### src/rtl/muldiv_sequencer.sv
// -----------------------------------------------------------------------------
// muldiv_sequencer
//
// Controls the iterative multiply/divide unit that sits beside the EX stage.
// When a MULT/MULTU or DIV/DIVU instruction is in EX, this block sends a
// one-cycle start pulse and the op select. It then counts the fixed latency of
// the unit and pulses the HI/LO write enable for one cycle when the result is
// ready. While the unit is busy, an instruction in ID that depends on it
// (MFHI/MFLO or another MULT/DIV) stalls IF/ID and sends a bubble into ID/EX.
//
// Ports
//   clk, rst_n    pipeline clock (rising edge), asynchronous active-low reset
//   ex_valid      EX holds a real instruction
//   ex_mult       EX instruction is MULT/MULTU
//   ex_div        EX instruction is DIV/DIVU
//   id_hilo_read  ID instruction is MFHI/MFLO
//   id_muldiv     ID instruction is MULT/MULTU/DIV/DIVU
//   flush         ID instruction is being squashed
//   md_start      one-cycle start pulse to the mul/div unit
//   md_op         0 = mult, 1 = div; valid with md_start, held while busy
//   hilo_we       one-cycle HI/LO write enable
//   busy          sequencer is not idle
//   stall         pipeline stall request
//   pc_ld         PC load enable (= !stall)
//   IF_ID_write   IF/ID write enable (= !stall)
//   id_ex_bubble  zero the ID/EX control fields (= stall)
//   md_conflict   sticky: a MULT/DIV reached EX while the unit was busy
// -----------------------------------------------------------------------------
module muldiv_sequencer #(
   parameter int MULT_CYCLES = 4,
   parameter int DIV_CYCLES  = 32,
   parameter int CNT_W       = 6
) (
   input  logic clk,
   input  logic rst_n,
   input  logic ex_valid,
   input  logic ex_mult,
   input  logic ex_div,
   input  logic id_hilo_read,
   input  logic id_muldiv,
   input  logic flush,
   output logic md_start,
   output logic md_op,
   output logic hilo_we,
   output logic busy,
   output logic stall,
   output logic pc_ld,
   output logic IF_ID_write,
   output logic id_ex_bubble,
   output logic md_conflict
);

   typedef enum logic [1:0] {
      ST_IDLE = 2'd0,
      ST_RUN  = 2'd1,
      ST_DONE = 2'd2
   } state_e;

   // The counter is loaded with CYCLES-1 and the unit leaves RUN after it
   // reaches zero, so RUN lasts exactly CYCLES cycles.
   localparam logic [CNT_W-1:0] MULT_LOAD = CNT_W'(MULT_CYCLES - 1);
   localparam logic [CNT_W-1:0] DIV_LOAD  = CNT_W'(DIV_CYCLES - 1);

   state_e           state_q, state_d;
   logic [CNT_W-1:0] count_q, count_d;
   logic             md_op_q, md_op_d;
   logic             conflict_q, conflict_d;
   logic             ex_md_req;
   logic             op_sel;

   assign ex_md_req = ex_valid & (ex_mult | ex_div);
   // If both decode bits are set, MULT takes priority.
   assign op_sel    = ex_div & ~ex_mult;

   // NOTE: give every always_comb output a default before the case statement.
   // Otherwise a path that does not assign it infers a latch.
   always_comb begin
      state_d    = state_q;
      count_d    = count_q;
      md_op_d    = md_op_q;
      conflict_d = conflict_q;
      md_start   = 1'b0;
      md_op      = md_op_q;
      hilo_we    = 1'b0;

      case (state_q)
         ST_IDLE: begin
            md_start = ex_md_req;
            md_op    = op_sel;
            if (ex_md_req) begin
               state_d = ST_RUN;
               count_d = op_sel ? DIV_LOAD : MULT_LOAD;
               md_op_d = op_sel;
            end
         end
         ST_RUN: begin
            if (count_q == '0) begin
               state_d = ST_DONE;
            end else begin
               count_d = count_q - CNT_W'(1);
            end
         end
         ST_DONE: begin
            hilo_we = 1'b1;
            state_d = ST_IDLE;
         end
         default: state_d = ST_IDLE;
      endcase

      // A new MULT/DIV that arrives while the unit is busy is dropped. The
      // error flag records it and stays set until reset.
      if ((state_q != ST_IDLE) && ex_md_req) begin
         conflict_d = 1'b1;
      end
   end

   // NOTE: sequential state uses non-blocking assignments. All registers then
   // update together at the clock edge, with no ordering races.
   always_ff @(posedge clk or negedge rst_n) begin
      if (!rst_n) begin
         state_q    <= ST_IDLE;
         count_q    <= '0;
         md_op_q    <= 1'b0;
         conflict_q <= 1'b0;
      end else begin
         state_q    <= state_d;
         count_q    <= count_d;
         md_op_q    <= md_op_d;
         conflict_q <= conflict_d;
      end
   end

   assign busy        = (state_q != ST_IDLE);
   assign md_conflict = conflict_q;

   // The stall starts in the start cycle and ends in the DONE cycle. The first
   // dependent instruction allowed through therefore reads HI/LO after the
   // write. A squashed ID instruction never stalls.
   assign stall        = (busy | md_start) & (id_hilo_read | id_muldiv) & ~flush;
   assign pc_ld        = ~stall;
   assign IF_ID_write  = ~stall;
   assign id_ex_bubble = stall;

endmodule
### config.mk
export PLATFORM = sky130hd
export DESIGN_NAME = muldiv_sequencer
export DESIGN_NICKNAME = d
export VERILOG_FILES = /design/src/rtl/muldiv_sequencer.sv
export SDC_FILE = /design/constraint.sdc
export NUM_CORES = 1
export LEC_CHECK = 0
export CAP_MARGIN = 20
export CORE_UTILIZATION = 40
export DETAILED_ROUTE_END_ITERATION = 8
export PLACE_DENSITY = 0.75
export SYNTH_ARGS = -nofsm -noshare
export SYNTH_HDL_FRONTEND = slang
export SYNTH_SLANG_ARGS = --single-unit
### constraint.sdc
create_clock -name clk -period 2.15 [get_ports clk]
set_input_delay 0.3225 -clock clk [delete_from_list [all_inputs] [get_ports clk]]
set_output_delay 0.3225 -clock clk [all_outputs]
set_load 0.02 [all_outputs]
After elaboration in Yosys (flattened, before gate mapping)
Cells that the tools add are included.

Add/subtract/negate cells: 1. Equality and inequality tests: 5. Muxes and demuxes: 10. Bitwise logic cells: 10. Reductions and logical operators: 8.

Operator list (number): $mux 6 (2); $pmux 6 s2 (1); $logic_not 6->1 (1); $ne 2x2->1 const B (3); $sub 6x1->6 const B (1); $mux 5 (1); $and 1x1->1 (4); $mux 2 (2); $pmux 2 s2 (1); $reduce_and 2->1 (2); $reduce_bool 2->1 (2); $mux 1 (3); $not 1->1 (3); $or 1x1->1 (3); $reduce_and 3->1 (1); $eq 2x1->1 const B (1); $eq 2x2->1 const B (1); $logic_not 2->1 (1); $logic_and 1x1->1 (1).

Flip-flop bits (word level): 10. Input port bits: 8. Logic and storage cells: 38.

Depth between registers and ports, before layout
Depth in word-level cells: 7. Gate-level depth with buffers: 5. Mapped depth without buffers: 5.

Worst setup path before layout
No wires, ideal clock.

Path type: reg-to-output. Start point: reg state_q[0]. End point: out pc_ld. Data arrival time: 1704 ps. Required time: 1827 ps. Slack: 124 ps. Cell stages (with the launch flop): 5. Cells stage by stage: dfrtp_1 > nor2_1 > a211oi_1 > inv_1 > buf_4.

Cells in the longest elaborated chain, start to end: 6. Elaborated cells on any way between the ends: 7. Those cells by class: mux (1); bitwise (4); reduce/logical (2).

Ends and longest elaborated chain: from (decl) (RTL line 64) `state_e state_q, state_d;`; from (signal assigned) (RTL line 126) `state_q <= state_d;`; $logic_not 2->1 (RTL line 86) `case (state_q)`; $mux 1 (RTL line 86); $or 1x1->1 (*) (RTL line 139) `assign stall = (busy | md_start) & (id_hilo_read | id_muldiv) & ~flush;`; $and 1x1->1 (*) (2 in a row) (RTL line 139); net id_ex_bubble (RTL line 49) `output logic id_ex_bubble,`; $not 1->1 (*); to (decl) (RTL line 47) `output logic pc_ld,`.

The timed path passes the listed nets; every way through them passes the cells marked *.

Final worst setup path
Start point: reg state_q[1]. End point: out md_op.

Cells in the longest elaborated chain, start to end: 2.

Ends and longest elaborated chain: $logic_not 2->1 (RTL line 86); $mux 1 (RTL line 86); to (decl) (RTL line 43) `output logic md_op,`.

No other way between the ends.

==> out/qor.yml <==
global_routing:
  track_usage_pct: 19.91
  grt_pass1_wl_mm: 2.049
  grt_max_degree: 11
  grt_overflow: 0
  antenna_found_initial: 0
  grt_pass1_vias: 468
synth:
  synth_cell_types: 25
  ys_warn_count: 0
  synth.area.top_cells: "dfrtp_1 43%, nor2_1 4.5%, ha_1 4.3%"
  yosysSeqAreaShare_pct: 43.29
  netlist_area_um2: 578.1
  yosys.area_share.simple_pct: 20.56
  synth_top_cell_by_area: "dfrtp_1"
  synth_compound_area_share_pct: 21.86
  synth_nets: 70
  syn_inst: 60
  synth_top_family_by_area: "compound AO/OA/AOI/OAI gates"
  synth_xor_area_share_pct: 0
  synth_top_area_share_pct: 43.29
  synthMuxAreaShare_pct: 3.463
  synthAdderAreaFrac_pct: 4.329
  syn_area_per_cell_um2: 9.634
  ys_ff_latch: 10
worst_setup_path:
  r2r-end: "count_q[0]"
  worst-r2r-cell-count: 5
  critPathLaunchType: "register"
  reg2reg_slack_ps: 310
  end_kind: "output pin"
  critPathArrivalTime_ps: 1800
  required_ps: 1830
  regToRegStartpoint: "count_q[0]"
  cp_max_fo: 7
  worstSetupPathType: "reg2out"
clocking:
  clkTransAtPathRegs_ps: 70
  post-cts-setup-buffers: 0
  h-tree-depth: 1
  postCtsHoldBufs: 0
  cts_tree: "yes"
  cts_repair_resize_count: 5
  clockBufferDepth: 2
  clock_latency_ps: 270
  cts_root_buf: "clkbuf_4"
  numCtsBuffers: 3
  cts_sinks: 10
timing:
  setup_slack_ps: 30.94
  fin_tns_setup_ps: 0
  fin_skew_ps: 13.36
  period_share_pct: 98.56
  drv_slew: 0
  whs_ps: 368.0
  hold_viol_final: 0
  period_minus_slack_ps: 2119
  grt_setup_unrepaired: "true"
  relSlewSlack_pct: 68.73
  tightest_slew_ps: 467.5
  fmax_mhz: 471.9
  setup_viol_count_final: 0
finish:
  nets: 94
  final_util_pct: 61.73
  final_layout_size_suffix_gt1_share_pct: 14.63
  n_fill_cell: 106
  stdcell_count: 97
  antenna_cells: 0
  area_delta_synth_final_pct: 40.69
  final_cell_area_um2: 813.3
placement:
  dpl.cell_count: 94
  preCtsSetupSlack_ps: -208.0
  dp_hpwl_mm: 1.011
  dpl_cell_area_um2: 779.5
  routabilityCongestion: 0.8225
  port_buffers: 16
status:
  status: "complete, no violations"
power:
  p_sw_share_pct: 42.24
  p_total_mw: 1.013
  pwr-share-clk_pct: 12.5
  switchingPower_mw: 0.4280
  p_int_mw: 0.5852
  leakage_nw: 0.3624
  irDropWorstVdd_uv: 752.9
  comb_power_share_pct: 51.8
  seq_power_share_pct: 35.6
  powerDensity_mw_per_mm2: 1246
routing:
  route.vias.total: 519
  dr.first_iter.drc_count: 7
  finalWirelength_mm: 1.284
  wl_per_cell_um: 13.24
  via_per_inst: 5.351
  drc: 0
  drt_first_pass_iters: 4
  ant_nets: 0
floorplanning:
  io_pins: 17
  initial_core_util_pct: 43.87
  core.rowCount: 13
  fp.dieW_um: 40.02
  core_area_mm2: 0.001318
  die_y_um: 40.02
  die-area_mm2: 0.001601
flow_run:
  maxCapViolCount: 0
min_path:
  min_path_type: "in2async"
-- power by group through the flow --
| stage | Combinational (mW) | Sequential (mW) | Clock, mW |
|---|---|---|---|
| 2_1_floorplan | 0.355 | 0.342 | 0 |
| 3_3_place_gp | 0.521 | 0.355 | 0 |
| 3_5_place_dp | 0.532 | 0.360 | 0 |
| 4_1_cts | 0.526 | 0.356 | 0.128 |
| 5_1_grt | 0.584 | 0.371 | 0.138 |
| 6_report | 0.525 | 0.361 | 0.127 |
-- critical path, cell delays in order (launching register included) --
cell,delay [ps]
dfrtp_1,460
nor2_2,200
inv_1,130
a21o_1,190
clkdlybuf4s50_1,540
-- logic make-up after synthesis --
| group | count (synthesis) |
|---|---|
| multiplexers | 2 |
| buffers and inverters | 8 |
| AO/OA/AOI/OAI | 18 |
| adder cells (fa/ha/maj) | 2 |
| flip-flops | 10 |
| AND/OR/NAND/NOR | 20 |
-- metal layers --
layer | routed length, µm | vias up | global-route usage (%)
li1 | - | 265 | -
met1 | 596 | 239 | 26.22
met2 | 610 | 12 | 28.23
met3 | 66 | 3 | 10.00
met4 | 11 | 0 | 6.034
met5 | 0 | - | 0
-- placed cells by master (no fill, tap or decap), drive strengths merged --
cell type / n
nand4b: 1
o311ai: 1
o21bai: 1
a21o: 2
dlygate4sd2: 4
nand2: 3
dlymetal6s2s: 1
nand3: 1
o41ai: 1
o221ai: 1
ha: 2
nor2b: 1
o21a: 1
inv: 6
nor4b: 2
o21ai: 5
a211oi: 1
dfrtp: 10
o211ai: 2
nor2: 7
a21oi: 3
nand3b: 1
buf: 5
mux2i: 2
clkdlybuf4s50: 11
clkbuf: 3
or3b: 1
or4b: 2
or4: 1
-- state kept, by name, summed over array words and instances, names as in the netlist --
register     cells
md_op_q          1
state_q          2
count_q          6
md_conflict      1
-- worst max-delay path by stage --
stage,startpoint,endpoint,cells past startpoint
detailed placement,ex_mult,stall,4
global route,state_q[1],md_op,4
CTS,ex_div,md_op,4
global placement,ex_div,id_ex_bubble,4
finish,state_q[1],md_op,4
floorplan,state_q[0],pc_ld,4
-- cells in the mapped netlist (all sizes together) --
master  number
a211oi       1
a21o         2
a21oi        3
buf          2
dfrtp       10
ha           2
inv          6
mux2i        2
nand2        3
nand3        1
nand3b       1
nand4b       1
nor2         7
nor2b        1
nor4b        2
o211ai       2
o21a         1
o21ai        5
o21bai       1
o221ai       1
o311ai       1
o41ai        1
or3b         1
or4          1
or4b         2
-- cell type report --
| type | instances | area [µm²] | area share (%) |
|---|---|---|---|
| Timing Repair Buffer | 21 | 195.2 | 24.00 |
| Inverter | 6 | 22.52 | 2.769 |
| Sequential cell | 10 | 250.2 | 30.77 |
| Tap cell | 15 | 18.77 | 2.308 |
| Multi-Input combinational cell | 42 | 304.0 | 37.38 |
| Clock buffer | 3 | 22.52 | 2.769 |
(Power assumes the default switching activity.)
